**config.mk**
```make
export PLATFORM = sky130hd
export DESIGN_NAME = ds1302_rtc_ctrl
export DESIGN_NICKNAME = d
export VERILOG_FILES = /design/src/rtl/ds1302_rtc_ctrl.sv
export SDC_FILE = /design/constraint.sdc
export NUM_CORES = 1
export LEC_CHECK = 0
export CAP_MARGIN = 40
export CORE_MARGIN = 2
export CORE_UTILIZATION = 51
export CTS_CLUSTER_DIAMETER = 40
export DETAILED_ROUTE_END_ITERATION = 8
export PLACE_DENSITY = 0.82
export SYNTH_ARGS = -nofsm -noshare
export SYNTH_HDL_FRONTEND = slang
export SYNTH_SLANG_ARGS = --single-unit
export TNS_END_PERCENT = 100
```
**constraint.sdc**
```tcl
create_clock -name clk -period 5.5 [get_ports clk]
set_input_delay 1.1 -clock clk [delete_from_list [all_inputs] [get_ports clk]]
set_output_delay 1.1 -clock clk [all_outputs]
set_load 0.05 [all_outputs]
```
**src/rtl/ds1302_rtc_ctrl.sv**
```systemverilog
// DS1302 transaction sequencer: periodic 7-register time sweep plus a
// write-protect-bracketed time-set sequence, one engine handshake per register.
module ds1302_rtc_ctrl #(
  parameter logic [23:0] READ_INTERVAL = 24'd5_000_000
) (
  input  logic       clk,
  input  logic       rst,
  input  logic       write_time_req,
  input  logic [7:0] write_second,
  input  logic [7:0] write_minute,
  input  logic [7:0] write_hour,
  input  logic [7:0] write_date,
  input  logic [7:0] write_month,
  input  logic [7:0] write_week,
  input  logic [7:0] write_year,
  output logic       write_time_ack,
  output logic [7:0] read_second,
  output logic [7:0] read_minute,
  output logic [7:0] read_hour,
  output logic [7:0] read_date,
  output logic [7:0] read_month,
  output logic [7:0] read_week,
  output logic [7:0] read_year,
  output logic       time_valid,
  output logic       busy,
  output logic       cmd_read,
  output logic       cmd_write,
  input  logic       cmd_read_ack,
  input  logic       cmd_write_ack,
  output logic [7:0] read_addr,
  output logic [7:0] write_addr,
  output logic [7:0] write_data,
  input  logic [7:0] read_data
);

  typedef enum logic [1:0] {S_IDLE, S_WRITE, S_READ, S_WAIT} state_t;

  state_t      state, state_n;
  logic [3:0]  idx, idx_n;
  logic [23:0] wait_cnt, wait_n;
  logic        pending, pending_n;
  logic        cmd_read_n, cmd_write_n, ack_n, valid_n;
  logic [7:0]  raddr_n, waddr_n, wdata_n;
  logic        req_take, cap, publish;
  logic [7:0]  wsh [7];
  logic [7:0]  rsh [7];

  assign req_take = write_time_req && !pending && (state != S_WRITE);
  assign busy     = pending;

  always_comb begin
    state_n     = state;
    idx_n       = idx;
    wait_n      = wait_cnt;
    pending_n   = pending | req_take;
    cmd_read_n  = cmd_read;
    cmd_write_n = cmd_write;
    raddr_n     = read_addr;
    waddr_n     = write_addr;
    wdata_n     = write_data;
    ack_n       = 1'b0;
    valid_n     = 1'b0;
    cap         = 1'b0;
    publish     = 1'b0;
    case (state)
      S_IDLE: begin
        idx_n   = '0;
        state_n = pending ? S_WRITE : S_READ;
      end
      S_WRITE: begin
        if (!cmd_write) begin
          cmd_write_n = 1'b1;
          case (idx)
            4'd0:    begin waddr_n = 8'h8E; wdata_n = 8'h00; end
            4'd1:    begin waddr_n = 8'h80; wdata_n = {1'b0, wsh[0][6:0]}; end
            4'd8:    begin waddr_n = 8'h8E; wdata_n = 8'h80; end
            default: begin
              waddr_n = 8'h7E + {3'b000, idx, 1'b0};
              wdata_n = wsh[3'(idx - 4'd1)];
            end
          endcase
        end else if (cmd_write_ack) begin
          cmd_write_n = 1'b0;
          if (idx == 4'd8) begin
            ack_n     = 1'b1;
            pending_n = 1'b0;
            idx_n     = '0;
            wait_n    = '0;
            state_n   = S_WAIT;
          end else begin
            idx_n = idx + 4'd1;
          end
        end
      end
      S_READ: begin
        if (!cmd_read) begin
          cmd_read_n = 1'b1;
          raddr_n    = 8'h81 + {3'b000, idx, 1'b0};
        end else if (cmd_read_ack) begin
          cmd_read_n = 1'b0;
          cap        = 1'b1;
          if (idx == 4'd6) begin
            publish = 1'b1;
            valid_n = 1'b1;
            idx_n   = '0;
            wait_n  = '0;
            state_n = (pending || req_take) ? S_IDLE : S_WAIT;
          end else begin
            idx_n = idx + 4'd1;
          end
        end
      end
      S_WAIT: begin
        // A pending write (including one latched as the sweep ended) cuts the wait short.
        if (pending || req_take || (wait_cnt == READ_INTERVAL - 24'd1)) begin
          state_n = S_IDLE;
        end else begin
          wait_n = wait_cnt + 24'd1;
        end
      end
      default: state_n = S_IDLE;
    endcase
  end

  always_ff @(posedge clk or negedge rst) begin
    if (!rst) begin
      state          <= S_IDLE;
      idx            <= '0;
      wait_cnt       <= '0;
      pending        <= 1'b0;
      cmd_read       <= 1'b0;
      cmd_write      <= 1'b0;
      read_addr      <= '0;
      write_addr     <= '0;
      write_data     <= '0;
      write_time_ack <= 1'b0;
      time_valid     <= 1'b0;
    end else begin
      state          <= state_n;
      idx            <= idx_n;
      wait_cnt       <= wait_n;
      pending        <= pending_n;
      cmd_read       <= cmd_read_n;
      cmd_write      <= cmd_write_n;
      read_addr      <= raddr_n;
      write_addr     <= waddr_n;
      write_data     <= wdata_n;
      write_time_ack <= ack_n;
      time_valid     <= valid_n;
    end
  end

  always_ff @(posedge clk or negedge rst) begin
    if (!rst) begin
      for (int unsigned i = 0; i < 7; i++) begin
        wsh[i] <= '0;
        rsh[i] <= '0;
      end
      read_second <= '0;
      read_minute <= '0;
      read_hour   <= '0;
      read_date   <= '0;
      read_month  <= '0;
      read_week   <= '0;
      read_year   <= '0;
    end else begin
      if (req_take) begin
        wsh[0] <= write_second;
        wsh[1] <= write_minute;
        wsh[2] <= write_hour;
        wsh[3] <= write_date;
        wsh[4] <= write_month;
        wsh[5] <= write_week;
        wsh[6] <= write_year;
      end
      if (cap) begin
        rsh[3'(idx)] <= (idx == 4'd0) ? {1'b0, read_data[6:0]} : read_data;
      end
      // Year arrives in the publish cycle itself, so it bypasses its shadow.
      if (publish) begin
        read_second <= rsh[0];
        read_minute <= rsh[1];
        read_hour   <= rsh[2];
        read_date   <= rsh[3];
        read_month  <= rsh[4];
        read_week   <= rsh[5];
        read_year   <= read_data;
      end
    end
  end

endmodule

```
After elaboration in Yosys (flattened, before gate mapping):

Index checks and enable logic that the tools add are counted.

* add/subtract/negate cells: 5
* magnitude comparators: 3
* eq/ne operators: 16
* muxes and demuxes: 53
* bitwise logic cells: 5
* reductions and logical operators: 16

Operator list (number)
* 24-bit two-way mux: 7
* 24-bit case mux with 3 select lines: 1
* 56-bit bitwise mux: 1
* 8-bit two-way mux: 4
* 24-bit by 1-bit adder with 24-bit output (second input constant): 1
* 8-bit binary-select mux with 3-bit select: 1
* 8-bit demux with 3-bit select: 1
* 24-bit by 23-bit equality test with 1-bit output (second input constant): 1
* 4-bit two-way mux: 6
* 8-bit case mux with 3 select lines: 1
* 1-bit two-way mux: 19
* 2-bit two-way mux: 9
* 2-bit inequality test (second input constant): 8
* 8-bit case mux with 2 select lines: 1
* 4-bit case mux with 3 select lines: 1
* 7-bit by 5-bit adder with 8-bit output (first input constant): 1
* 8-bit by 5-bit adder with 8-bit output (first input constant): 1
* 4-bit greater-or-equal comparator (second input constant): 2
* 3-bit NOT with 4-bit output: 2
* 2-bit case mux with 4 select lines: 1
* 8-bit AND reduction: 1
* 7-bit AND reduction: 1
* 3-bit nonzero test: 2
* 5-bit AND reduction: 1
* 18 further kinds: 24

* register bits after elaboration: 227
* output and inout port bits: 85

Depth between registers and ports, before layout:

* depth after elaboration: 9
* depth in mapped cells: 11
* gate-level depth less buffers: 7

Least setup slack after synthesis:

No wires, ideal clock.

* path kind: register to register
* start point: reg idx[0]
* end point: reg write_data[1]
* arrival time: 2.602 ns
* path slack: 2.764 ns
* cell stages (with the launch flop): 10
* period minus slack after synthesis: 2.736 ns
* cells stage by stage: dfrtp_1 -> buf_4 -> buf_4 -> clkinv_1 -> ha_1 -> clkbuf_1 -> buf_1 -> mux2_2 -> a221oi_1 -> o31ai_1

* longest elaborated chain between the ends: 6
* elaborated cells between the ends (all ways): 9
* those cells by class: 1 x add/sub; 2 x eq/ne; 4 x mux; 1 x bitwise; 1 x reduce/logical

Ends and longest elaborated chain
* from (decl): line 39 `logic [3:0] idx, idx_n;`
* from (signal assigned): line 140 `idx <= idx_n;`
* 3-bit by 1-bit subtractor with 3-bit output: line 79 `wdata_n = wsh[3'(idx - 4'd1)];`
* 3-bit NOT with 4-bit output (implied by the code): line 79
* 8-bit binary-select mux with 3-bit select: line 79
* 8-bit two-way mux (implied by the code) (2 in series): line 79
* 8-bit case mux with 3 select lines *: line 73 `case (idx)`
* to (signal assigned): line 147 `write_data <= wdata_n;`
* to (decl): line 32 `output logic [7:0] write_data,`

Every way passes the cells marked *; elsewhere a longest branch is shown, timed or not. The select of a mux whose other input is x is not followed.
A chain may end at the register's enable or synchronous reset.

Worst setup path in the final report:

* start point: reg idx[0]
* end point: reg write_data[7]

Same word-level chain as after synthesis.

==> reports/metrics.yaml <==
synth_edf_count: 0
synth.area.top_cells: "dfrtp_1 (56%), mux2_2 (20%), mux4_2 (1.9%)"
dpl-instance-area_sq_um: 11300
rsz0062_at_grt: "no"
r2r_end: "write_data[7]"
setup_tns_ps: 0
final_util: 0.662
crit_path_top_delay_cell: "ha_1"
path_max_fanout: 27
drc: 0
cts_root_buffer: "clkbuf_16"
clkSlewWorstSetupHoldPaths_ps: 70
avgViaCountPerCell: 5.98
fin_crit_ps: 3390
dr.first_iter.drc_count: 570
mostFrequentLayoutCells: "dfrtp_1 (215), mux2_2 (171), clkdlybuf4s50_1 (149)"
setup_viol: 0
cts_setup_buffers: 0
nets: 957
grt.overflow.total: 0
final_area_sq_um: 12300
syn_to_final_growth_pct: 28.4
dp.final_hpwl_um: 14800
layout-drive-gt1-share: 0.282
slew_violations: 0
worst_setup_path_end_kind: "flop"
synth_ff_type: "dfrtp_1"
synth.distinct_cells: 65
criticalPathCategory: "reg -> reg"
cts_buffer_depth: 3
holdPathEnd: "write_data[5]"
cts_tree: "built"
min_path_cells: 2
row_count: 50
ctsHtreeMaxLevel: 1
ctsResizeCount: 0
antenna_found_initial: 0
die_h_um: 141
grt_pass1_vias: 6681
total_power_mw: 5.79
max-vdd-ir-drop_uv: 268
synth_top_area_frac: 0.561
synth.ff_latch_count: 215
path_cells: "buf_4, clkinv_1, ha_1, nor2b_1, a22oi_1, o21ai_0, a21oi_1, o21ai_0"
vias: 6777
final_common_cell: "dfrtp_1"
grt_pass1_wl_um: 36200
seq_area_sq_um: 5380
syn_area_sq_um: 9590
cap_viol_max_count: 0
multiInputGateArea_sq_um: 3960
slowest_delay_ps: 960
period_share: 0.617
setup_slack_ps: 2110
holdCritPathClass: "reg -> reg"
dieArea_sq_um: 19900
required_ps: 5950
dieWidth_um: 141
gp_congestion: 0.853
worstMarginPinSlew_ps: 907
finClkSkew_ps: 20.5
grt_max_degree: 87
start_util: 0.516
grt_use_total: 0.228
syn_area_per_cell_sq_um: 13.1
r2r-start: "idx[0]"
critPathBufInv: 2
antennaDiodeCount: 0
ant_nets: 0
synthArstFlopShare: 1.00
numPortBuffers: 150
startpoint_type: "flop"
reg2reg_depth: 8
place_ws_ps: 2010
ctsHoldBuffers: 0
power.density_nw_per_um2: 471
outcome: "complete, no violations"
crit_family: "adder cells"
ioPinCount: 154
wire_per_inst_um: 19.9
hold_viol: 0
rrSetupSlack_ps: 2110
fillers: 1301
clk_latency_ps: 540
maxSlewHeadroom: 0.395
wl_um: 22600
min-delay-start: "write_data[5]"
cts_buffers: 29
synth_area_leader_cell: "dfrtp_1"
fmax_mhz: 295
clock-sinks: 215
synthCells: 731
cp.arrival_ps: 3840
crit_top_cell: "o21ai_0"
core_sq_um: 18600
ys_seq_area_frac: 0.561
firstDrtPassIters: 5
total_leakage_power_nw: 5.30
synth_warnings: 0
==> cells by family after synthesis <==
| kind of cell | share of synthesized area |
|---|---|
| mux | 0.223 |
| buf+inv | 0.0282 |
| simple gates | 0.0966 |
| other cells | 0.000391 |
| flops | 0.561 |
| compound gates | 0.0791 |
| fa+ha+maj | 0.0117 |
==> how the worst max path moves through the flow <==
stage,from,to,slack [ps],cells past startpoint
5_1_grt,idx[0],write_data[7],1870,8
3_3_place_gp,cmd_read_ack,read_hour[6],2040,5
3_5_place_dp,cmd_read_ack,read_date[1],2010,5
4_1_cts,idx[0],write_data[7],2100,8
6_report,idx[0],write_data[7],2110,8
2_1_floorplan,idx[0],write_data[1],2760,9
==> per-layer routing <==
metal / vias to the layer above / GRT usage / share of wire
li1: 3039 / - / -
met1: 3457 / 0.312 / 0.42
met2: 227 / 0.378 / 0.50
met3: 54 / 0.0357 / 0.055
met4: 0 / 0.0716 / 0.029
met5: - / 0 / 0
==> stage by stage <==
| stage | instances | hold WS [ps] |
|---|---|---|
| floorplan | 733 | 444 |
| global placement | 1075 | 455 |
| detailed placement | 1082 | 465 |
| CTS | 1134 | 478 |
| global route | 1134 | 512 |
| finish | 1134 | 474 |
==> synth_stat cells (2+ instances only) <==
master and n:
a21boi_0 2, a21o_1 2, a21oi_1 9, a221o_1 9
a221oi_1 7, a222oi_1 7, a22o_1 2, a31oi_1 3
and2_1 3, and3_1 3, and4_1 5, buf_1 4
buf_2 8, buf_4 6, clkbuf_1 27, dfrtp_1 215
ha_1 9, inv_1 13, mux2_2 171, mux2i_1 3
mux4_2 8, nand2_1 40, nand2b_1 16, nand3_1 19
nand4_1 15, nor2_1 14, nor3_1 7, nor4_1 16
nor4_2 3, o211ai_1 7, o21a_1 3, o21ai_0 20
o21ai_1 3, o221ai_1 4, o31ai_1 12, o41ai_1 2
or2_2 2, or4_1 5
==> area by class of cell <==
| class | count | area share |
|---|---|---|
| Multi-Input combinational cell | 457 | 0.322 |
| Timing Repair Buffer | 162 | 0.133 |
| Clock buffer | 32 | 0.0607 |
| Sequential cell | 215 | 0.437 |
| Inverter | 14 | 0.00427 |
| Tap cell | 234 | 0.0238 |
| Clock inverter | 20 | 0.0188 |
==> worst reg2reg max path, stage by stage, from the launching register on <==
cell and delay (ps):
dfrtp_1 320, buf_4 360, clkinv_1 370, ha_1 960, nor2b_1 640, a22oi_1 180, o21ai_0 180, a21oi_1 80
o21ai_0 210
==> sequential cells by signal (all words and copies together) (netlist names) <==
register	cells
read_year	8
read_minute	8
state	2
write_time_ack	1
read_second	8
wait_cnt	24
idx	4
read_month	8
read_addr	5
write_addr	7
read_hour	8
wsh	56
write_data	8
read_week	8
read_date	8
cmd_write	1
busy	1
time_valid	1
rsh	48
cmd_read	1
==> where the power goes <==
part / total [mW] / internal [mW] / switching (mW)
registers: 2.15 / 1.93 / 0.222
logic: 1.76 / 0.726 / 1.03
clock network: 1.88 / 1.14 / 0.741
total: 5.79 / 3.80 / 1.99
(Power assumes the default switching activity.)
